--- src/rtl/enemy_bullet_rx.sv ---
// Receive side of the shot link: tracks the opponent bullet, draws it, scores hits on the local tank.
// Optional hit flash on the local tank box when ENEMY_BULLET_HIT_FLASH_EN is defined.
module enemy_bullet_rx #(
  parameter int TANK_SIZE    = 48,
  parameter int BULLET_LEN   = 11,
  parameter int BULLET_WID   = 5,
  parameter int HEALTH_INIT  = 3,
  parameter int TIMEOUT      = 1300000,
  parameter int FLASH_FRAMES = 16
) (
  input  logic        clk,
  input  logic        rst,
  input  logic        hblnk,
  input  logic        vblnk,
  input  logic        hsync,
  input  logic        vsync,
  input  logic [10:0] hcount,
  input  logic [9:0]  vcount,
  input  logic [11:0] rgb,
  input  logic [9:0]  xpos_t,
  input  logic [9:0]  ypos_t,
  input  logic [9:0]  xpos_bullet_op,
  input  logic [9:0]  ypos_bullet_op,
  input  logic [2:0]  direction_op,
  output logic        hblnk_out,
  output logic        vblnk_out,
  output logic        hsync_out,
  output logic        vsync_out,
  output logic [10:0] hcount_out,
  output logic [9:0]  vcount_out,
  output logic [11:0] rgb_out,
  output logic        hit,
  output logic [3:0]  health,
  output logic        dead,
  output logic        bullet_active
);

  localparam int HL = (BULLET_LEN - 1) / 2;
  localparam int HW = (BULLET_WID - 1) / 2;
  localparam logic [20:0] STALE_LAST = 21'(TIMEOUT - 1);

  typedef enum logic [1:0] {IDLE, TRACK, HIT, BLOCK} state_t;

  state_t      state, state_nxt;
  logic [9:0]  xb, yb;
  logic [2:0]  dir, dir_in;
  logic [20:0] stale;
  logic        latch_en, in_change, hit_test;

  assign dir_in    = (direction_op > 3'd4) ? 3'd0 : direction_op;
  assign latch_en  = (state == IDLE) || (state == TRACK);
  assign in_change = (xpos_bullet_op != xb) || (ypos_bullet_op != yb) || (dir_in != dir);

  // Hit box compared in 11 bits so the upper bound never wraps
  logic [10:0] tx_hi, ty_hi;
  assign tx_hi = {1'b0, xpos_t} + 11'(TANK_SIZE - 1);
  assign ty_hi = {1'b0, ypos_t} + 11'(TANK_SIZE - 1);
  assign hit_test = ({1'b0, xb} >= {1'b0, xpos_t}) && ({1'b0, xb} <= tx_hi) &&
                    ({1'b0, yb} >= {1'b0, ypos_t}) && ({1'b0, yb} <= ty_hi);

  always_ff @(posedge clk) begin
    if (rst) begin
      state <= IDLE;
      xb    <= '0;
      yb    <= '0;
      dir   <= '0;
      stale <= '0;
    end else begin
      state <= state_nxt;
      if (latch_en) begin
        xb  <= xpos_bullet_op;
        yb  <= ypos_bullet_op;
        dir <= dir_in;
      end
      if (state != TRACK || in_change) stale <= '0;
      else                             stale <= stale + 21'd1;
    end
  end

  always_comb begin
    state_nxt = state;
    case (state)
      IDLE:  if (dir != 3'd0 && !dead) state_nxt = TRACK;
      TRACK: begin
        if (dir == 3'd0)               state_nxt = IDLE;
        else if (stale == STALE_LAST)  state_nxt = IDLE;
        else if (hit_test)             state_nxt = HIT;
      end
      HIT:   state_nxt = BLOCK;
      // latched dir is frozen here, so release follows the live stream
      BLOCK: if (dir_in == 3'd0) state_nxt = IDLE;
      default: state_nxt = IDLE;
    endcase
  end

  always_ff @(posedge clk) begin
    if (rst) begin
      hit           <= 1'b0;
      health        <= 4'(HEALTH_INIT);
      dead          <= 1'b0;
      bullet_active <= 1'b0;
    end else begin
      hit           <= (state_nxt == HIT);
      bullet_active <= (state_nxt == TRACK);
      if (state_nxt == HIT) begin
        if (health != 4'd0) health <= health - 4'd1;
        if (health <= 4'd1) dead   <= 1'b1;
      end
    end
  end

  // Drawing in 12 bits: hcount+HW cannot overflow at the right edge
  logic [11:0] hc, vc, bx, by;
  logic        vert, horiz, on_v, on_h, draw, flash;
  assign hc    = {1'b0, hcount};
  assign vc    = {2'b0, vcount};
  assign bx    = {2'b0, xb};
  assign by    = {2'b0, yb};
  assign vert  = (dir == 3'd1) || (dir == 3'd2);
  assign horiz = (dir == 3'd3) || (dir == 3'd4);
  assign on_v  = vert  && (hc + 12'(HW) >= bx) && (hc <= bx + 12'(HW)) &&
                          (vc + 12'(HL) >= by) && (vc <= by + 12'(HL));
  assign on_h  = horiz && (hc + 12'(HL) >= bx) && (hc <= bx + 12'(HL)) &&
                          (vc + 12'(HW) >= by) && (vc <= by + 12'(HW));
  assign draw  = (state == TRACK) && (on_v || on_h);

`ifdef ENEMY_BULLET_HIT_FLASH_EN
  localparam int FW = $clog2(FLASH_FRAMES + 1);
  logic [FW-1:0] flash_cnt;
  logic          vblnk_d, in_tank;

  always_ff @(posedge clk) begin
    if (rst) begin
      flash_cnt <= '0;
      vblnk_d   <= 1'b0;
    end else begin
      vblnk_d <= vblnk;
      if (state_nxt == HIT)                             flash_cnt <= FW'(FLASH_FRAMES);
      else if (vblnk && !vblnk_d && flash_cnt != '0)    flash_cnt <= flash_cnt - 1'b1;
    end
  end

  assign in_tank = (hc >= {2'b0, xpos_t}) && (hc <= {1'b0, tx_hi}) &&
                   (vc >= {2'b0, ypos_t}) && (vc <= {1'b0, ty_hi});
  assign flash   = (flash_cnt != '0) && flash_cnt[0] && in_tank;
`else
  assign flash = 1'b0;
`endif

  always_ff @(posedge clk) begin
    if (rst) begin
      hblnk_out  <= 1'b0;
      vblnk_out  <= 1'b0;
      hsync_out  <= 1'b0;
      vsync_out  <= 1'b0;
      hcount_out <= '0;
      vcount_out <= '0;
      rgb_out    <= '0;
    end else begin
      hblnk_out  <= hblnk;
      vblnk_out  <= vblnk;
      hsync_out  <= hsync;
      vsync_out  <= vsync;
      hcount_out <= hcount;
      vcount_out <= vcount;
      if (draw)       rgb_out <= 12'hF00;
      else if (flash) rgb_out <= 12'hFFF;
      else            rgb_out <= rgb;
    end
  end

endmodule

--- config.mk ---
export PLATFORM = sky130hd
export DESIGN_NAME = enemy_bullet_rx
export DESIGN_NICKNAME = d
export VERILOG_FILES = /design/src/rtl/enemy_bullet_rx.sv
export SDC_FILE = /design/constraint.sdc
export NUM_CORES = 1
export LEC_CHECK = 0
export BUFFER_PORTS_ARGS = -buffer_cell sky130_fd_sc_hd__buf_2
export CAP_MARGIN = 20
export CORE_MARGIN = 8
export CORE_UTILIZATION = 51
export DETAILED_ROUTE_END_ITERATION = 6
export GPL_TIMING_DRIVEN = 0
export HOLD_SLACK_MARGIN = 0.15
export PLACE_DENSITY = 0.74
export SETUP_SLACK_MARGIN = 0.15
export SYNTH_ARGS = -nofsm -noshare
export SYNTH_HDL_FRONTEND = slang
export SYNTH_SLANG_ARGS = --single-unit
export TNS_END_PERCENT = 30
--- constraint.sdc ---
create_clock -name clk -period 3 [get_ports clk]
set_input_delay 0 -clock clk [delete_from_list [all_inputs] [get_ports clk]]
set_output_delay 0 -clock clk [all_outputs]
set_load 0.05 [all_outputs]
==> summary.json <==
{
  "detailedPlace.worstSlack": {"value": -0.429, "unit": "ns"},
  "starting_density_of_the_core": {"value": 51.6, "unit": "%"},
  "final_hold_viol_count": {"value": 0},
  "actual_transition_at_the_worst_max_transition_pin": {"value": 0.721, "unit": "ns"},
  "crit_path_end_kind": {"value": "flop"},
  "yosys_warnings": {"value": 0},
  "clock_tree.buffer_depth": {"value": 2},
  "synth_xor_xnor_area_share": {"value": 13.3, "unit": "%"},
  "yosys.area.top_type_share": {"value": 23.3, "unit": "%"},
  "port_buffers": {"value": 124},
  "timing.setup.critical_path_class": {"value": "reg -> reg"},
  "floorplan.die.height": {"value": 139, "unit": "um"},
  "cts_inserted_buffers": {"value": 9},
  "final_antenna_net_count": {"value": 0},
  "wl": {"value": 21.1, "unit": "mm"},
  "worst_setup_path_startpoint": {"value": "yb[2]"},
  "synth.largest_area_cell": {"value": "sky130_fd_sc_hd__dfxtp_1"},
  "worst_ir_drop_vdd": {"value": 0.000305, "unit": "V"},
  "routed-via-count": {"value": 7260},
  "slew_violations": {"value": 0},
  "final_period_minus_worst_setup_slack": {"value": 2.94, "unit": "ns"},
  "drv.max_cap_violation_count": {"value": 0},
  "layout-area-overhead-vs-synth": {"value": 27.7, "unit": "%"},
  "placement_rows": {"value": 45},
  "drcViolationCount": {"value": 0},
  "setup.worst_path.end": {"value": "rgb_out[3]"},
  "grt.total_usage": {"value": 21.6, "unit": "%"},
  "place.gp.congestion": {"value": 0.885},
  "detail_route.wl_per_cell": {"value": 16.0, "unit": "um"},
  "grt.overflow.total": {"value": 0},
  "status": {"value": "complete, no violations"},
  "powerDensity": {"value": 357, "unit": "mW/mm^2"},
  "ys_seq_elements": {"value": 90},
  "worst-path-stages": {"value": 16},
  "synth_compound_gate_area_share": {"value": 11.7, "unit": "%"},
  "hpwl_after_dpl": {"value": 15.8, "unit": "mm"},
  "max_slew_margin": {"value": 51.9, "unit": "%"},
  "cpMaxStageDelayCell": {"value": "sky130_fd_sc_hd__or3_4"},
  "grt_antenna_before_repair": {"value": 0},
  "grt_first_pass_wirelength": {"value": 34.8, "unit": "mm"},
  "regToRegEndpoint": {"value": "rgb_out[3]"},
  "rr_worst_depth": {"value": 16},
  "largest_family_of_logic_cells_by_synthesized_area": {"value": "adder cells"},
  "clock-sinks": {"value": 90},
  "floorplan.die.width": {"value": 139, "unit": "um"},
  "cts-root-buf": {"value": "sky130_fd_sc_hd__clkbuf_16"},
  "layout_worst_path_cycle_share": {"value": 97.8, "unit": "%"},
  "ctsHtreeMaxLevel": {"value": 3},
  "core_area": {"value": 0.0150, "unit": "mm^2"},
  "synth_async_sr_flop_share": {"value": 0, "unit": "%"},
  "achievable-frequency": {"value": 0.341, "unit": "GHz"},
  "worst-path-buf-inv": {"value": 3},
  "final_critical_path_setup_slack": {"value": 0.0649, "unit": "ns"},
  "path_cells": {"value": "buf_8, inv_6, ha_4, a21oi_4, or3_4, nor2_4, xnor2_1, ha_1, a21o_1, a21oi_2, nand4b_1, a311oi_2, o211ai_1, o22ai_4, buf_12, nor3b_1"},
  "post_synth_fa_ha_maj_area_fraction": {"value": 22.2, "unit": "%"},
  "num-nets-final": {"value": 1345},
  "regToRegSetupSlack": {"value": 0.06, "unit": "ns"},
  "syn_area_per_cell": {"value": 8.38, "unit": "um^2"},
  "critical_path.max_stage_delay": {"value": 0.39, "unit": "ns"},
  "die_area": {"value": 0.0193, "unit": "mm^2"},
  "vias_per_cell": {"value": 5.50},
  "ys_top_cells_by_area": {"value": "sky130_fd_sc_hd__dfxtp_1, sky130_fd_sc_hd__ha_1, sky130_fd_sc_hd__xnor2_1, sky130_fd_sc_hd__xor2_1, sky130_fd_sc_hd__nor2_1"},
  "drt_pass1_iterations": {"value": 4},
  "worst_ep_arrival_time": {"value": 3.15, "unit": "ns"},
  "boundaryPins": {"value": 126},
  "fin_worst_hold_slack": {"value": 0.176, "unit": "ns"},
  "synth_simple_gate_area_share": {"value": 21.8, "unit": "%"},
  "static_leakage": {"value": 4.38, "unit": "nW"},
  "antenna_fix_cells": {"value": 0},
  "largest_net_degree_at_the_start_of_global_routing": {"value": 17},
  "vias_in_the_first_global_route": {"value": 6976},
  "worstReg2RegStart": {"value": "yb[2]"},
  "filler_cell_count": {"value": 1230},
  "holdCritPathClass": {"value": "in -> reg"},
  "final_layout_size_suffix_gt1_share": {"value": 20.1, "unit": "%"},
  "synth_ff_type": {"value": "sky130_fd_sc_hd__dfxtp_1"},
  "grt_setup_unrepaired": {"value": "true"},
  "path_delay_family": {"value": "compound AO/OA/AOI/OAI gates"},
  "worst-path-max-fanout": {"value": 8},
  "setup_violations": {"value": 0},
  "synth_fp_nets": {"value": 1141},
  "tritoncts": {"value": "built"},
  "startpoint_type": {"value": "flop"},
  "initialDrtViolationCount": {"value": 438},
  "syn-instance-count": {"value": 922},
  "synth_seq_area_share": {"value": 23.3, "unit": "%"},
  "cp.required": {"value": 3.22, "unit": "ns"},
  "synth_area": {"value": 0.00773, "unit": "mm^2"},
  "skew": {"value": 0.00873, "unit": "ns"},
  "post-route-util": {"value": 65.9, "unit": "%"},
  "share_of_cell_area_taken_by_muxes_after_synthesis": {"value": 3.17, "unit": "%"},
  "synth.distinct_cells": {"value": 65},
  "clkSlewWorstSetupHoldPaths": {"value": 0.07, "unit": "ns"},
  "clk_latency": {"value": 0.35, "unit": "ns"},
  "number_of_enable_flip_flop_cells_after_synthesis": {"value": 0}
}
==> how the worst min path moves through the flow <==
| stage | slack (ns) | to | cells past startpoint | start |
|---|---|---|---|---|
| finish | 0.18 | hcount_out[6] | 3 | hcount[6] |
| global route | 0.18 | hcount_out[6] | 3 | hcount[6] |
| CTS | 0.16 | hcount_out[6] | 3 | hcount[6] |
| detailed placement | 0.22 | vblnk_out | 2 | vblnk |
| global placement | 0.21 | vblnk_out | 2 | vblnk |
| floorplan | 0.13 | rgb_out[11] | 2 | rgb[11] |
==> synthesized netlist by cell type, types with 2 or more instances <==
| cell type | number |
|---|---|
| sky130_fd_sc_hd__a211o_1 | 5 |
| sky130_fd_sc_hd__a211oi_1 | 4 |
| sky130_fd_sc_hd__a21o_1 | 11 |
| sky130_fd_sc_hd__a21oi_1 | 42 |
| sky130_fd_sc_hd__a21oi_2 | 2 |
| sky130_fd_sc_hd__a31oi_1 | 4 |
| sky130_fd_sc_hd__and3_1 | 18 |
| sky130_fd_sc_hd__and4_1 | 4 |
| sky130_fd_sc_hd__buf_2 | 6 |
| sky130_fd_sc_hd__clkbuf_1 | 24 |
| sky130_fd_sc_hd__dfxtp_1 | 90 |
| sky130_fd_sc_hd__ha_1 | 137 |
| sky130_fd_sc_hd__inv_1 | 60 |
| sky130_fd_sc_hd__mux2i_1 | 23 |
| sky130_fd_sc_hd__nand2_1 | 48 |
| sky130_fd_sc_hd__nand2b_1 | 9 |
| sky130_fd_sc_hd__nand3_1 | 40 |
| sky130_fd_sc_hd__nand3b_1 | 2 |
| sky130_fd_sc_hd__nand4_1 | 27 |
| sky130_fd_sc_hd__nand4b_1 | 2 |
| sky130_fd_sc_hd__nor2_1 | 89 |
| sky130_fd_sc_hd__nor2b_1 | 28 |
| sky130_fd_sc_hd__nor3_1 | 21 |
| sky130_fd_sc_hd__nor3b_1 | 10 |
| sky130_fd_sc_hd__nor4_1 | 7 |
| sky130_fd_sc_hd__nor4b_1 | 2 |
| sky130_fd_sc_hd__o2111ai_1 | 2 |
| sky130_fd_sc_hd__o211ai_1 | 7 |
| sky130_fd_sc_hd__o21a_1 | 8 |
| sky130_fd_sc_hd__o21ai_0 | 26 |
| sky130_fd_sc_hd__o21ai_1 | 4 |
| sky130_fd_sc_hd__o221ai_1 | 2 |
| sky130_fd_sc_hd__o22ai_1 | 2 |
| sky130_fd_sc_hd__o31ai_1 | 3 |
| sky130_fd_sc_hd__or3_1 | 8 |
| sky130_fd_sc_hd__xnor2_1 | 78 |
| sky130_fd_sc_hd__xor2_1 | 39 |
==> stage by stage <==
stage               total power [mW]  setup TNS, ns  area (um^2)  std cells
finish                          3.52              0         9870       1319
global route                    3.71         -0.394         9870       1319
floorplan                       1.96              0         7730        922
global placement                2.22          -5.88         8580       1234
detailed placement              2.24          -6.56         8580       1234
CTS                             3.50          -1.23         9680       1314
==> cell families after synthesis <==
logic type                 Yosys count
adders and majority gates          137
AOI/OAI and AO/OA                  139
xor gates and xnor gates           117
DFF                                 90
muxes                               24
buffers and inverters               91
and+or+nand+nor                    324
==> sequential cells by signal (all words and copies together) (netlist names), 2 cells and up <==
name,count
dir,3
hcount_out,11
health,4
rgb_out,12
stale,21
state,2
vcount_out,10
xb,10
yb,10
==> report_power, final <==
part / switching [mW] / internal [mW]
Clock: 0.504 / 0.676
Combinational: 0.603 / 0.458
Sequential: 0.0396 / 1.24
Total: 1.15 / 2.37
==> timing repair <==
item / 4_1_cts / 5_1_grt
gates cloned: 0 / 0
buffers inserted: 7 / 5
hold buffers: 57 / 0
hold endpoints to repair: 59 / 0
pin swaps: 23 / 21
gates resized for setup: 41 / 53
endpoints found under the setup margin: 19 / 21
==> tightest hold or removal path, cell delays in order <==
cell and delay, ns:
sky130_fd_sc_hd__buf_2 0.13, sky130_fd_sc_hd__clkbuf_1 0.18, sky130_fd_sc_hd__nor2b_1 0.17
==> cells in the final DEF, fill, tap and decap left out, types with 5 or more instances in the layout <==
cell type | netlist | layout
sky130_fd_sc_hd__and3_1 | 18 | 18
sky130_fd_sc_hd__nor2b_1 | 28 | 28
sky130_fd_sc_hd__dfxtp_2 | 0 | 9
sky130_fd_sc_hd__o21ai_0 | 26 | 24
sky130_fd_sc_hd__xnor2_1 | 78 | 77
sky130_fd_sc_hd__nand4_1 | 27 | 27
sky130_fd_sc_hd__nor4_1 | 7 | 7
sky130_fd_sc_hd__ha_1 | 137 | 131
sky130_fd_sc_hd__clkbuf_1 | 24 | 20
sky130_fd_sc_hd__mux2i_1 | 23 | 23
sky130_fd_sc_hd__clkbuf_16 | 0 | 9
sky130_fd_sc_hd__inv_1 | 60 | 54
sky130_fd_sc_hd__nor2_1 | 89 | 85
sky130_fd_sc_hd__o211ai_1 | 7 | 7
sky130_fd_sc_hd__nor3_2 | 1 | 5
sky130_fd_sc_hd__a21oi_1 | 42 | 38
sky130_fd_sc_hd__nand3_1 | 40 | 39
sky130_fd_sc_hd__dlygate4sd3_1 | 0 | 57
sky130_fd_sc_hd__or3_1 | 8 | 6
sky130_fd_sc_hd__a211o_1 | 5 | 5
sky130_fd_sc_hd__buf_4 | 0 | 11
sky130_fd_sc_hd__nor3b_1 | 10 | 6
sky130_fd_sc_hd__o21a_1 | 8 | 8
sky130_fd_sc_hd__nor3_1 | 21 | 15
sky130_fd_sc_hd__dfxtp_1 | 90 | 77
sky130_fd_sc_hd__xor2_1 | 39 | 39
sky130_fd_sc_hd__nand2b_1 | 9 | 9
sky130_fd_sc_hd__buf_2 | 6 | 126
sky130_fd_sc_hd__a21o_1 | 11 | 11
sky130_fd_sc_hd__nand2_1 | 48 | 47
==> final cells by class <==
class / count / area, um^2 / share of cell area, %
clock buffer: 10 / 239 / 2.42
inverter: 60 / 233 / 2.36
tap: 188 / 235 / 2.38
multi-input combinational: 741 / 5800 / 58.8
timing repair buffer: 193 / 1300 / 13.2
buffer: 31 / 161 / 1.64
clock inverter: 6 / 71.3 / 0.723
sequential: 90 / 1830 / 18.5
==> metal layers <==
layer  global-route usage, %  part of all wire [%]
met1                    27.6                    46
met2                    35.1                    46
met3                    3.82                   5.8
met4                    8.84                   2.7
met5                       0                     0
(Power assumes the default switching activity.)
